==> src/rtl/uart_tx_cfg.sv <==
// rtl/uart_tx_cfg.sv - parametrised UART transmitter with input FIFO
module uart_tx_cfg #(
    parameter int CLK_DIV    = 5208,
    parameter int DATA_BITS  = 8,
    parameter int PARITY_EN  = 0,
    parameter int PARITY_ODD = 0,
    parameter int STOP_BITS  = 1,
    parameter int FIFO_DEPTH = 4
) (
    input  logic                 clk,
    input  logic                 rst_n,
    input  logic                 trmt,
    input  logic [DATA_BITS-1:0] tx_data,
    output logic                 TX,
    output logic                 tx_done,
    output logic                 frame_done,
    output logic                 busy,
    output logic                 fifo_full,
    output logic                 overflow
);

    localparam int BAUD_W = $clog2(CLK_DIV);
    localparam int BIT_W  = $clog2(DATA_BITS);
    localparam int PTR_W  = $clog2(FIFO_DEPTH);
    localparam int CNT_W  = PTR_W + 1;

    localparam logic [BAUD_W-1:0] BAUD_LAST = BAUD_W'(CLK_DIV - 1);
    localparam logic [BIT_W-1:0]  DATA_LAST = BIT_W'(DATA_BITS - 1);
    localparam logic [BIT_W-1:0]  STOP_LAST = BIT_W'(STOP_BITS - 1);
    localparam logic [CNT_W-1:0]  FULL_CNT  = CNT_W'(FIFO_DEPTH);
    localparam logic              ODD_INV   = (PARITY_ODD != 0);

    typedef enum logic [2:0] {
        S_IDLE,
        S_START,
        S_DATA,
        S_PARITY,
        S_STOP
    } state_t;

    // FIFO storage and bookkeeping
    logic [DATA_BITS-1:0] mem [FIFO_DEPTH];
    logic [PTR_W-1:0]     wr_ptr;
    logic [PTR_W-1:0]     rd_ptr;
    logic [CNT_W-1:0]     count;
    logic                 fifo_empty;
    logic                 push;
    logic                 pop;

    // Transmitter state
    state_t               state_q;
    state_t               state_d;
    logic [BAUD_W-1:0]    baud_q;
    logic [BAUD_W-1:0]    baud_d;
    logic [BIT_W-1:0]     bit_q;
    logic [BIT_W-1:0]     bit_d;
    logic [DATA_BITS-1:0] shift_q;
    logic                 par_q;
    logic                 tx_q;
    logic                 tx_d;
    logic                 busy_q;
    logic                 busy_d;
    logic                 done_q;
    logic                 done_d;
    logic                 fd_q;
    logic                 fd_d;
    logic                 ovf_q;
    logic                 load;
    logic                 shift;
    logic                 begin_frame;
    logic                 baud_tc;

    // Full and empty come from the registered count, so a pop in the same
    // cycle never rescues a push into a full FIFO.
    assign fifo_empty = (count == '0);
    assign fifo_full  = (count == FULL_CNT);
    assign push       = trmt && !fifo_full;
    assign baud_tc    = (baud_q == BAUD_LAST);

    assign TX         = tx_q;
    assign busy       = busy_q;
    assign tx_done    = done_q;
    assign frame_done = fd_q;
    assign overflow   = ovf_q;

    // FIFO write side, pointers, occupancy and overflow pulse
    always_ff @(posedge clk or negedge rst_n) begin
        if (!rst_n) begin
            for (int i = 0; i < FIFO_DEPTH; i++) begin
                mem[i] <= '0;
            end
            wr_ptr <= '0;
            rd_ptr <= '0;
            count  <= '0;
            ovf_q  <= 1'b0;
        end else begin
            if (push) begin
                mem[wr_ptr] <= tx_data;
                wr_ptr      <= wr_ptr + PTR_W'(1);
            end
            if (pop) begin
                rd_ptr <= rd_ptr + PTR_W'(1);
            end
            case ({push, pop})
                2'b10:   count <= count + CNT_W'(1);
                2'b01:   count <= count - CNT_W'(1);
                default: count <= count;
            endcase
            ovf_q <= trmt && fifo_full;
        end
    end

    // Frame sequencer: next state, line level and status flags
    always_comb begin
        state_d     = state_q;
        baud_d      = baud_tc ? '0 : baud_q + BAUD_W'(1);
        bit_d       = bit_q;
        tx_d        = tx_q;
        busy_d      = busy_q;
        done_d      = done_q;
        fd_d        = 1'b0;
        load        = 1'b0;
        shift       = 1'b0;
        pop         = 1'b0;
        begin_frame = 1'b0;

        case (state_q)
            S_IDLE: begin
                baud_d = '0;
                if (!fifo_empty) begin
                    begin_frame = 1'b1;
                end
            end
            S_START: begin
                if (baud_tc) begin
                    state_d = S_DATA;
                    tx_d    = shift_q[0];
                    bit_d   = '0;
                end
            end
            S_DATA: begin
                if (baud_tc) begin
                    if (bit_q == DATA_LAST) begin
                        bit_d = '0;
                        if (PARITY_EN != 0) begin
                            state_d = S_PARITY;
                            tx_d    = par_q;
                        end else begin
                            state_d = S_STOP;
                            tx_d    = 1'b1;
                        end
                    end else begin
                        bit_d = bit_q + BIT_W'(1);
                        shift = 1'b1;
                        tx_d  = shift_q[1];
                    end
                end
            end
            S_PARITY: begin
                if (baud_tc) begin
                    state_d = S_STOP;
                    tx_d    = 1'b1;
                    bit_d   = '0;
                end
            end
            S_STOP: begin
                if (baud_tc) begin
                    if (bit_q == STOP_LAST) begin
                        fd_d = 1'b1;
                        if (!fifo_empty) begin
                            begin_frame = 1'b1;
                        end else begin
                            state_d = S_IDLE;
                            busy_d  = 1'b0;
                            done_d  = 1'b1;
                        end
                    end else begin
                        bit_d = bit_q + BIT_W'(1);
                    end
                end
            end
            default: begin
                state_d = S_IDLE;
                tx_d    = 1'b1;
                busy_d  = 1'b0;
            end
        endcase

        // Starting a frame is shared by idle and the back-to-back stop exit
        if (begin_frame) begin
            state_d = S_START;
            pop     = 1'b1;
            load    = 1'b1;
            tx_d    = 1'b0;
            busy_d  = 1'b1;
            done_d  = 1'b0;
            baud_d  = '0;
        end
    end

    // Sequencer registers, shift register and parity of the popped word
    always_ff @(posedge clk or negedge rst_n) begin
        if (!rst_n) begin
            state_q <= S_IDLE;
            baud_q  <= '0;
            bit_q   <= '0;
            shift_q <= '0;
            par_q   <= 1'b0;
            tx_q    <= 1'b1;
            busy_q  <= 1'b0;
            done_q  <= 1'b0;
            fd_q    <= 1'b0;
        end else begin
            state_q <= state_d;
            baud_q  <= baud_d;
            bit_q   <= bit_d;
            tx_q    <= tx_d;
            busy_q  <= busy_d;
            done_q  <= done_d;
            fd_q    <= fd_d;
            if (load) begin
                shift_q <= mem[rd_ptr];
                par_q   <= (^mem[rd_ptr]) ^ ODD_INV;
            end else if (shift) begin
                shift_q <= shift_q >> 1;
            end
        end
    end

endmodule

==> config.mk <==
export PLATFORM = sky130hd
export DESIGN_NAME = uart_tx_cfg
export DESIGN_NICKNAME = d
export VERILOG_FILES = /design/src/rtl/uart_tx_cfg.sv
export SDC_FILE = /design/constraint.sdc
export NUM_CORES = 1
export LEC_CHECK = 0
export ABC_AREA = 1
export BUFFER_PORTS_ARGS = -buffer_cell sky130_fd_sc_hd__buf_2
export CAP_MARGIN = 20
export CORE_UTILIZATION = 55
export CTS_CLUSTER_SIZE = 10
export DETAILED_ROUTE_END_ITERATION = 16
export PLACE_DENSITY_LB_ADDON = 0.15
export SETUP_SLACK_MARGIN = 0.4
export SLEW_MARGIN = 30
export SYNTH_ARGS = -nofsm -noshare
export SYNTH_HDL_FRONTEND = slang
export SYNTH_SLANG_ARGS = --single-unit
==> constraint.sdc <==
create_clock -name clk -period 2.3 [get_ports clk]
set_input_delay 0.575 -clock clk [delete_from_list [all_inputs] [get_ports clk]]
set_output_delay 0.575 -clock clk [all_outputs]
set_load 0.05 [all_outputs]
==> metrics.md, run 1 <==
| Metric | Value |
|---|---|
| Total CTS buffers | 9 |
| Hold Path Class | input port to async pin |
| WP data required | 2530 ps |
| EDFF count, synth | 0 |
| CTS tree | yes |
| Hold WS | 185 ps |
| Die Ht | 81.3 um |
| Seq/Total Area, Yosys | 51.4% |
| Final HPWL DP | 4.72 mm |
| Yosys cell types | 32 |
| Clock transition at path regs | 80 ps |
| Outcome | finished clean |
| H-tree levels | 3 |
| Die area | 6610 um^2 |
| Arrival @ worst endpoint | 2370 ps |
| Max Slew Vio Count | 0 |
| Synth Flop Type | dfrtp_1 |
| IO buf count | 16 |
| Nets | 461 |
| RSZ-0062 raised after global routing | yes |
| Mapped Cells | 410 |
| Post-synthesis async set-or-reset flop share | 100% |
| Combinational share of power | 39.2% |
| Worst skew pair latency | 350 ps |
| Overall routed net length | 6.93 mm |
| Slack of the critical path | 161 ps |
| Final Wtd Congestion | 0.888 |
| Critical Path Fanout Max | 3 |
| Layout cells sized above 1 | 16.9% |
| Crit. End Element | register |
| Final Skew | 6.54 ps |
| VDD IR max | 0.687 mV |
| Remaining global-route overflow | 0 |
| Clk network pwr share | 20.8% |
| Total track usage | 23.2% |
| Dpl ws | 78.4 ps |
| CP startpoint kind | register |
| Worst Path Class, Setup | register to register |
| Vias per cell | 5.30 |
| Final Cell Area | 3970 um^2 |
| Cell Pwr Density | 1300 nW/um^2 |
| Core area | 5990 um^2 |
| Reg2reg start | baud_q[0] |
| DIE WIDTH | 81.3 um |
| Drt first pass iters | 5 |
| Crit path launch | baud_q[0] |
| Fmax | 0.468 GHz |
| Seq cells post-synth | 71 |
| Post-layout util | 66.3% |
| Endpoints failing setup | 0 |
| Antenna cell count | 0 |
| Initial antenna violation count | 0 |
| Sw Pwr | 2.08 mW |
| P_leak | 1.92 nW |
| Sequential fraction of design power | 40.0% |
| DRC violations left | 0 |
| Slew @ Worst Pin | 523 ps |
| CTS Root Cell | clkbuf_8 |
| Number of synthesis warnings | 0 |
| Max-cap violations | 0 |
| Largest net degree at the start of global routing | 52 |
| Initial drt markers | 119 |
| Internal | 3.08 mW |
| Placement Cell Area | 3670 um^2 |
| Io pins | 17 |
| Synth Cell Area | 3460 um^2 |
| DR WL/cell | 13.3 um |
| Period Utilization, post-route | 93.0% |
| Avg Synthesized Cell Area | 8.44 um^2 |
| Pwr Total | 5.16 mW |
| Cell Rows | 28 |
| Number of global-route vias before repair | 2,619 |
| Fill cell count | 499 |
| Clk buf depth | 2 |
| CTS sink count | 71 |
| Area growth, synth to finish | 14.8% |
| Initial Utilization | 57.8% |
| Synthesized net count | 431 |
| Via count | 2,757 |
| Final Critical Period | 2140 ps |
| Sw frac | 40.3% |
| Routed Antenna Nets | 0 |
| Worst slew margin | 65.1% |
| Final Hold Vio Count | 0 |
| First-pass GRT wire length | 11.5 mm |
==> layout by cell type (no fill, tap or decap), types with 7 or more instances in the layout <==
cell / netlist / layout
dfrtp_1: 70 / 69
ha_1: 9 / 7
buf_4: 0 / 10
clkbuf_8: 0 / 9
nand2_1: 84 / 81
inv_1: 46 / 45
buf_2: 0 / 15
xor2_1: 10 / 10
nor2_1: 59 / 56
o21ai_0: 58 / 56
nand3_1: 8 / 8
o22ai_1: 11 / 11
==> power by group through the flow <==
stage | clock (mW) | sequential, mW | combinational [mW]
final | 1.07 | 2.06 | 2.02
after global routing | 1.12 | 2.12 | 2.31
after floorplan | 0 | 2.07 | 1.45
after CTS | 1.09 | 2.06 | 2.00
after global placement | 0 | 2.06 | 1.87
after detailed placement | 0 | 2.08 | 1.93
==> worst max-delay path: stages (launching register included) <==
cell,delay [ps]
dfrtp_1,360
ha_2,200
nand2_2,60
clkinv_2,60
nand2_2,50
nor2_4,120
nand3_4,100
a21oi_4,180
ha_4,150
inv_4,40
fa_2,340
a21oi_2,130
o21ai_1,80
xor2_1,140
==> cell type report <==
cell class / instances / area, um^2 / area share, %
Clock buffer: 9 / 124 / 3.12
Sequential cell: 71 / 1780 / 44.8
Timing Repair Buffer: 26 / 170 / 4.28
Inverter: 52 / 199 / 5.01
Tap cell: 75 / 93.8 / 2.36
Clock inverter: 7 / 87.6 / 2.20
Multi-Input combinational cell: 280 / 1520 / 38.3
==> through the flow <==
stage          TNS, ps  instances
5_1_grt              0        520
3_5_place_dp         0        497
6_report             0        520
3_3_place_gp         0        497
2_1_floorplan    -8.96        410
4_1_cts              0        518
==> cell usage after synthesis, types with 2 or more instances <==
library cell	number	share of area (%)
clkbuf_1	7	0.76
nand3_2	2	0.58
clkinv_1	2	0.22
a21oi_1	2	0.29
nand3_1	8	1.2
nand2_1	84	9.1
o31ai_1	6	1.3
inv_2	4	0.43
nor2_1	59	6.4
nor3_1	5	0.72
inv_1	46	5.0
o21ai_0	58	8.4
dfrtp_1	70	51
ha_1	9	3.3
nor3_2	3	0.87
nor4_1	2	0.36
o21ai_1	4	0.58
nand4_1	2	0.36
o22ai_1	11	2.0
xor2_1	10	2.5
xnor2_1	2	0.51
nor2_2	4	0.72
==> what timing repair did <==
action	CTS	global route
gates cloned	0	1
setup endpoints to repair	6	15
hold buffers	0	0
gates resized for setup	5	8
setup buffers	5	1
pin swaps	7	6
==> path summary, 6_finish.rpt <==
path,endpoint,slack [ps],cells after the start
setup / recovery,count[2],160,13
hold / removal,bit_q[0],190,1
setup reg to reg,count[2],160,13
hold reg to reg,busy,480,2
max in group asynchronous,state_q[1],1470,2
min in group clk,busy,480,2
==> registers in the layout, indices dropped and copies added (netlist names), 2 cells and up <==
signal	cells
wr_ptr	2
mem	32
count	3
baud_q	13
state_q	3
bit_q	3
shift_q	8
rd_ptr	2
==> routing by layer <==
metal  vias to the layer above  share of wire [%]  track usage, %
li1                       1379                  -               -
met1                      1298                 45            28.9
met2                        67                 49            38.5
met3                        13                3.4            3.60
met4                         0                2.0            12.3
met5                         -                  0               0
==> cell families after synthesis <==
| group | after synthesis | share of synthesized area (%) |
|---|---|---|
| buffers and inverters | 60 | 6.72 |
| DFF | 71 | 51.4 |
| xor gates and xnor gates | 13 | 3.51 |
| adders and majority gates | 10 | 3.83 |
| and+or+nand+nor | 173 | 21.3 |
| AOI/OAI and AO/OA | 83 | 13.3 |
Note: power is estimated with default switching activity, not from simulation.
==> run 2: changes to the inputs <==
--- a/config.mk
+++ b/config.mk
@@ -8,7 +8,9 @@
 export ABC_AREA = 1
 export BUFFER_PORTS_ARGS = -buffer_cell sky130_fd_sc_hd__buf_2
 export CAP_MARGIN = 20
-export CORE_UTILIZATION = 55
+export CELL_PAD_IN_SITES_DETAIL_PLACEMENT = 0
+export CELL_PAD_IN_SITES_GLOBAL_PLACEMENT = 1
+export CORE_UTILIZATION = 42
 export CTS_CLUSTER_SIZE = 10
 export DETAILED_ROUTE_END_ITERATION = 16
 export PLACE_DENSITY_LB_ADDON = 0.15
==> run 2 against run 1 <==
  * Clock power fell by 8%
  * Highest routed layer unchanged
  * Critical path type unchanged
  * Utilization fell by 14 points
  * Sequential power barely moved
==> metrics.md, run 2 (synthesis results as in run 1) <==
| Metric | Value |
|---|---|
| CTS tree | yes |
| Sequential fraction of design power | 40.4% |
| Cell Count, Final, Fillers Out | 555 |
| Final HPWL DP | 5.02 mm |
| Final Hold Vio Count | 0 |
| H-tree levels | 3 |
| Remaining global-route overflow | 0 |
| # placed instances | 527 |
| Crit-path max cell delay | 390 ps |
| Period Utilization, post-route | 91.9% |
| Antenna cell count | 0 |
| Core area | 7850 um^2 |
| DRC violations left | 0 |
| Top Registers | mem: 32 flops, baud_q: 13 flops, shift_q: 8 flops |
| Nets | 470 |
| DIE WIDTH | 92.8 um |
| Total CTS buffers | 9 |
| Fmax | 0.473 GHz |
| RSZ-0062 raised after global routing | yes |
| Slew @ Worst Pin | 558 ps |
| Commonest non-fill, non-tap cell in the layout | nand2_1 |
| Crit. End Element | register |
| Fill cell count | 788 |
| Hold Path Class | input port to async pin |
| Routed wl met2 | 3.54 mm |
| Max reg flops | 32 |
| Largest net degree at the start of global routing | 30 |
| Final Skew | 8.35 ps |
| Area growth, synth to finish | 18.3% |
| Worst Path Class, Setup | register to register |
| Final Wtd Congestion | 0.830 |
| First-pass GRT wire length | 12.4 mm |
| Critical Path Fanout Max | 2 |
| Clock transition at path regs | 70 ps |
| Max-cap violations | 0 |
| Sw Pwr | 2.11 mW |
| CTS Root Cell | clkbuf_8 |
| CP Cell Sequence | ha_4 -> nand2_4 -> inv_4 -> nand2_4 -> nor2_4 -> nand3_2 -> a21oi_4 -> ha_4 -> inv_4 -> fa_2 -> a21oi_2 -> o21ai_1 -> xor2_1 |
| CTS sink count | 71 |
| CTS hold repair buffers | 0 |
| Total track usage | 18.7% |
| IO buf count | 16 |
| Commonest non-fill, non-tap cells in the layout | 80 x nand2_1, 69 x dfrtp_1, 56 x o21ai_0 |
| Cell Rows | 32 |
| Cell Pwr Density | 1250 nW/um^2 |
| Multi-input gate area | 1540 um^2 |
| Combinational share of power | 40.5% |
| Die Ht | 92.8 um |
| Max Slew Vio Count | 0 |
| DR WL/cell | 13.1 um |
| Via count | 2,773 |
| Die area | 8610 um^2 |
| Reg-to-reg slack, setup | 190 ps |
| Drt first pass iters | 4 |
| Clk network pwr share | 19.1% |
| Largest Register | mem |
| Vias per cell | 5.00 |
| Register cell area after layout | 1780 um^2 |
| Io pins | 17 |
| P_leak | 1.97 nW |
| Worst skew pair latency | 350 ps |
| VDD IR max | 0.520 mV |
| Initial drt markers | 105 |
| Outcome | finished clean |
| Setup TNS | 0 ps |
| Final Critical Period | 2110 ps |
| R2R depth | 13 |
| WP data required | 2520 ps |
| Top routing layer in use | met4 |
| Worst slew margin | 62.8% |
| Wire length on met1 | 3.42 mm |
| Endpoints failing setup | 0 |
| Routed Antenna Nets | 0 |
| Internal | 3.02 mW |
| Slowest cell on crit path | dfrtp_1 |
| Overall routed net length | 7.29 mm |
| Met3 wire length | 248 um |
| Hold WS | 219 ps |
| Reg2reg start | baud_q[1] |
| Arrival @ worst endpoint | 2340 ps |
| Worst reg2reg endpoint | count[2] |
| Sw frac | 41.1% |
| Initial antenna violation count | 0 |
| Number of global-route vias before repair | 2,656 |
| Initial Utilization | 44.1% |
| Layout cells sized above 1 | 18.8% |
| CP startpoint kind | register |
| Clk buf depth | 2 |
[run 2: changes by cell type in the layout (fill, tap and decap cells not counted), moves of 2 or more]
cell      before  now
buf_4         10   18
clkinv_2       5    0
clkinv_4       0    2
nand2_4        1    3
[run 2: layout make-up]
cell class / count / area share, %
repair buffers: 35 / 6.11
multi-input cells: 280 / 37.7
well taps: 102 / 3.12
clock buffers: 9 / 3.02
clock inverters: 6 / 1.74
inverters: 52 / 4.89
flip-flops and latches: 71 / 43.4
[run 2: power by group through the flow]
stage                     Combinational [mW]  Sequential, mW  Clock (mW)
after global placement                  1.92            2.07           0
final                                   2.08            2.07       0.981
after CTS                               2.02            2.05        1.02
after global routing                    2.37            2.14        1.07
after floorplan                         1.45            2.07           0
after detailed placement                1.96            2.08           0
[run 2: worst max-delay path by stage]
stage,from,endpoint,slack [ps],depth (start not counted)
detailed placement,bit_q[0],count[2],120,12
global route,baud_q[1],count[2],60,13
floorplan,baud_q[0],count[2],-9,14
global placement,bit_q[0],count[2],140,12
finish,baud_q[1],count[2],190,13
CTS,baud_q[0],count[2],200,13
[run 2: per-layer routing]
layer / track usage (%) / up-vias
met1: 23.8 / 1333
met4: 5.90 / 0
met5: 0 / -
met3: 4.68 / 6
met2: 31.3 / 39
li1: - / 1395
[run 2: what timing repair did]
| action | in CTS | in global routing |
|---|---|---|
| pin swaps | 7 | 8 |
| setup buffers | 9 | 3 |
| cloned | 0 | 1 |
| gates resized for setup | 4 | 15 |
| setup endpoints to repair | 5 | 17 |
[run 2: critical path, delay by kind of cell, from the launching register on]
family                   cells  cell delay [ps]
adder cells (fa/ha/maj)      3              670
AO/OA/AOI/OAI                3              420
flip-flops                   1              390
AND/OR/NAND/NOR              4              280
XOR/XNOR                     1              150
buffers and inverters        2               90
[run 2: metrics by stage]
stage,setup slack (ps),util [%],cell area [um^2],power [mW]
2_1_floorplan,-8.96,-,3490,3.52
4_1_cts,200,51.1,4010,5.09
3_3_place_gp,139,47.6,3740,3.99
3_5_place_dp,115,47.6,3740,4.04
6_report,186,52.2,4100,5.13
5_1_grt,61.3,52.2,4100,5.58
==> run 3: changes to the inputs <==
==> constraint.sdc (replaced) <==
create_clock -name clk -period 2.3 [get_ports clk]
set_input_delay 0.46 -clock clk [delete_from_list [all_inputs] [get_ports clk]]
set_output_delay 0.46 -clock clk [all_outputs]
set_load 0.05 [all_outputs]
==> run 3 against run 2 <==
  * Non-clock buffer count increased by 9
  * Sequential share of layout area decreased by 0.40 points
  * First-iteration DRC count decreased by 7.6%
  * Via count decreased by 1.7%
  * Final cell count increased by 1.4%
  * Maximum frequency increased by 0.30%
  * Power increased by 0.43%
  * Die area unchanged
  * Sequential power decreased by 2%
  * Critical path depth unchanged
  * Combinational power increased by 2%
  * Clock power increased by 0.9%
  * Critical endpoint unchanged
  * Largest power group unchanged
==> metrics.md, run 3 (synthesis results as in run 1) <==
| Metric | Value |
|---|---|
| Outcome | finished clean |
| Worst slew margin | 64.4% |
| Reg-to-reg slack, setup | 190 ps |
| Arrival @ worst endpoint | 2330 ps |
| Commonest non-fill, non-tap cell in the layout | nand2_1 |
| Clock transition at path regs | 80 ps |
| Area growth, synth to finish | 19.3% |
| Most used cell, CP | nand2_2 |
| Final Critical Period | 2110 ps |
| Crit-path max cell delay | 360 ps |
| Overall routed net length | 7.11 mm |
| Die area | 8610 um^2 |
| Final HPWL DP | 4.99 mm |
| CP bufs+invs | 2 |
| H-tree levels | 3 |
| Final Skew | 12.0 ps |
| # placed instances | 530 |
| Cell Pwr Density | 1250 nW/um^2 |
| Slew @ Worst Pin | 535 ps |
| Delay-heaviest family, CP | adder cells |
| Drt first pass iters | 4 |
| Nets | 478 |
| Antenna cell count | 0 |
| R2R depth | 13 |
| Reg2reg start | baud_q[0] |
| Vias per cell | 4.84 |
| DIE WIDTH | 92.8 um |
| VDD IR max | 0.521 mV |
| Max-cap violations | 0 |
| Die Ht | 92.8 um |
| Commonest non-fill, non-tap cells in the layout | 80 x nand2_1, 70 x dfrtp_1, 56 x nor2_1, 56 x o21ai_0, 45 x inv_1 |
| CTS tree | yes |
| Hold Path Class | input port to async pin |
| Slowest cell on crit path | dfrtp_1 |
| DRC violations left | 0 |
| CTS hold repair buffers | 0 |
| Total track usage | 19.3% |
| Clk buf depth | 2 |
| CP Cell Sequence | ha_2 -> nand2_2 -> clkinv_2 -> nand2_2 -> nor2_4 -> nand3_2 -> a21oi_4 -> ha_4 -> inv_4 -> fa_2 -> a21oi_2 -> o21ai_1 -> xor2_1 |
| First-pass GRT wire length | 13.0 mm |
| Endpoints failing setup | 0 |
| Via count | 2,727 |
| Remaining global-route overflow | 0 |
| Initial antenna violation count | 0 |
| Io pins | 17 |
| Number of global-route vias before repair | 2,785 |
| IO buf count | 16 |
| Top Registers | mem: 32 flops, baud_q: 13 flops, shift_q: 8 flops |
| Worst reg2reg endpoint | count[2] |
| CP startpoint kind | register |
| Worst Path Class, Setup | register to register |
| Cell Count, Final, Fillers Out | 563 |
| CTS Root Cell | clkbuf_8 |
| Pwr Total | 5.15 mW |
| Layout cells sized above 1 | 20.0% |
| Critical Path Fanout Max | 2 |
| Crit. End Element | register |
| Initial drt markers | 97 |
| Fmax | 0.474 GHz |
| RSZ-0062 raised after global routing | yes |
| WP data required | 2530 ps |
| Max Slew Vio Count | 0 |
| Cell Rows | 32 |
| Final Hold Vio Count | 0 |
| DR WL/cell | 12.6 um |
| Largest net degree at the start of global routing | 28 |
| Routed Antenna Nets | 0 |
| Largest Register | mem |
| Max reg flops | 32 |
| Worst skew pair latency | 340 ps |
| Initial Utilization | 44.1% |
| Final Wtd Congestion | 0.798 |
| P_leak | 2.01 nW |
| Period Utilization, post-route | 91.6% |
| Total CTS buffers | 9 |
| CTS sink count | 71 |
| Core area | 7850 um^2 |
run 3: changes by cell type in the layout (fill, tap and decap cells not counted), sizes merged:
cell | before | now
buf | 35 | 44
clkbuf | 9 | 10
clkinv | 3 | 4
inv | 52 | 50
nor2 | 65 | 64
run 3: metrics by stage:
step | TNS [ps] | area [um^2] | hold WS, ps | worst slack (ps) | utilization, %
6_report | 0 | 4130 | 88.6 | 192 | 52.6
5_1_grt | 0 | 4130 | 107 | 65.2 | 52.6
4_1_cts | 0 | 4090 | 97.0 | 216 | 52.1
3_5_place_dp | 0 | 3760 | 452 | 92.9 | 47.9
3_3_place_gp | 0 | 3760 | 438 | 139 | 47.9
2_1_floorplan | -8.96 | 3490 | 164 | -8.96 | -
run 3: repair_timing:
item	in CTS	in global routing
endpoints found under the setup margin	4	17
setup buffers	16	2
gates resized for setup	4	8
hold endpoints to repair	0	0
pin swaps	5	3
run 3: how the worst max path moves through the flow:
| stage | cells after the start | from | end |
|---|---|---|---|
| after CTS | 13 | baud_q[0] | count[2] |
| after floorplan | 14 | baud_q[0] | count[2] |
| final | 13 | baud_q[0] | count[2] |
| after detailed placement | 13 | baud_q[0] | count[2] |
| after global placement | 13 | baud_q[0] | count[2] |
| after global routing | 13 | baud_q[1] | count[2] |
run 3: area by class of cell:
class / instances / area, um^2
Fill cell: 776 / 3720
Sequential cell: 71 / 1780
Multi-Input combinational cell: 279 / 1510
Timing Repair Buffer: 44 / 315
Inverter: 52 / 199
Clock buffer: 10 / 138
Tap cell: 102 / 128
Clock inverter: 5 / 58.8
run 3: power by group:
group / leakage (nW) / switching (mW) / total (mW) / internal, mW
combinational: 1.01 / 1.31 / 2.13 / 0.822
clock: 0.0944 / 0.466 / 0.990 / 0.524
sequential: 0.903 / 0.298 / 2.03 / 1.73
run 3: layer usage:
metal | global-route usage (%) | vias up | wire [um]
met5 | 0 | - | 0
li1 | - | 1408 | -
met1 | 24.3 | 1283 | 3410
met2 | 32.8 | 25 | 3420
met4 | 6.15 | 0 | 116
met3 | 4.52 | 11 | 161
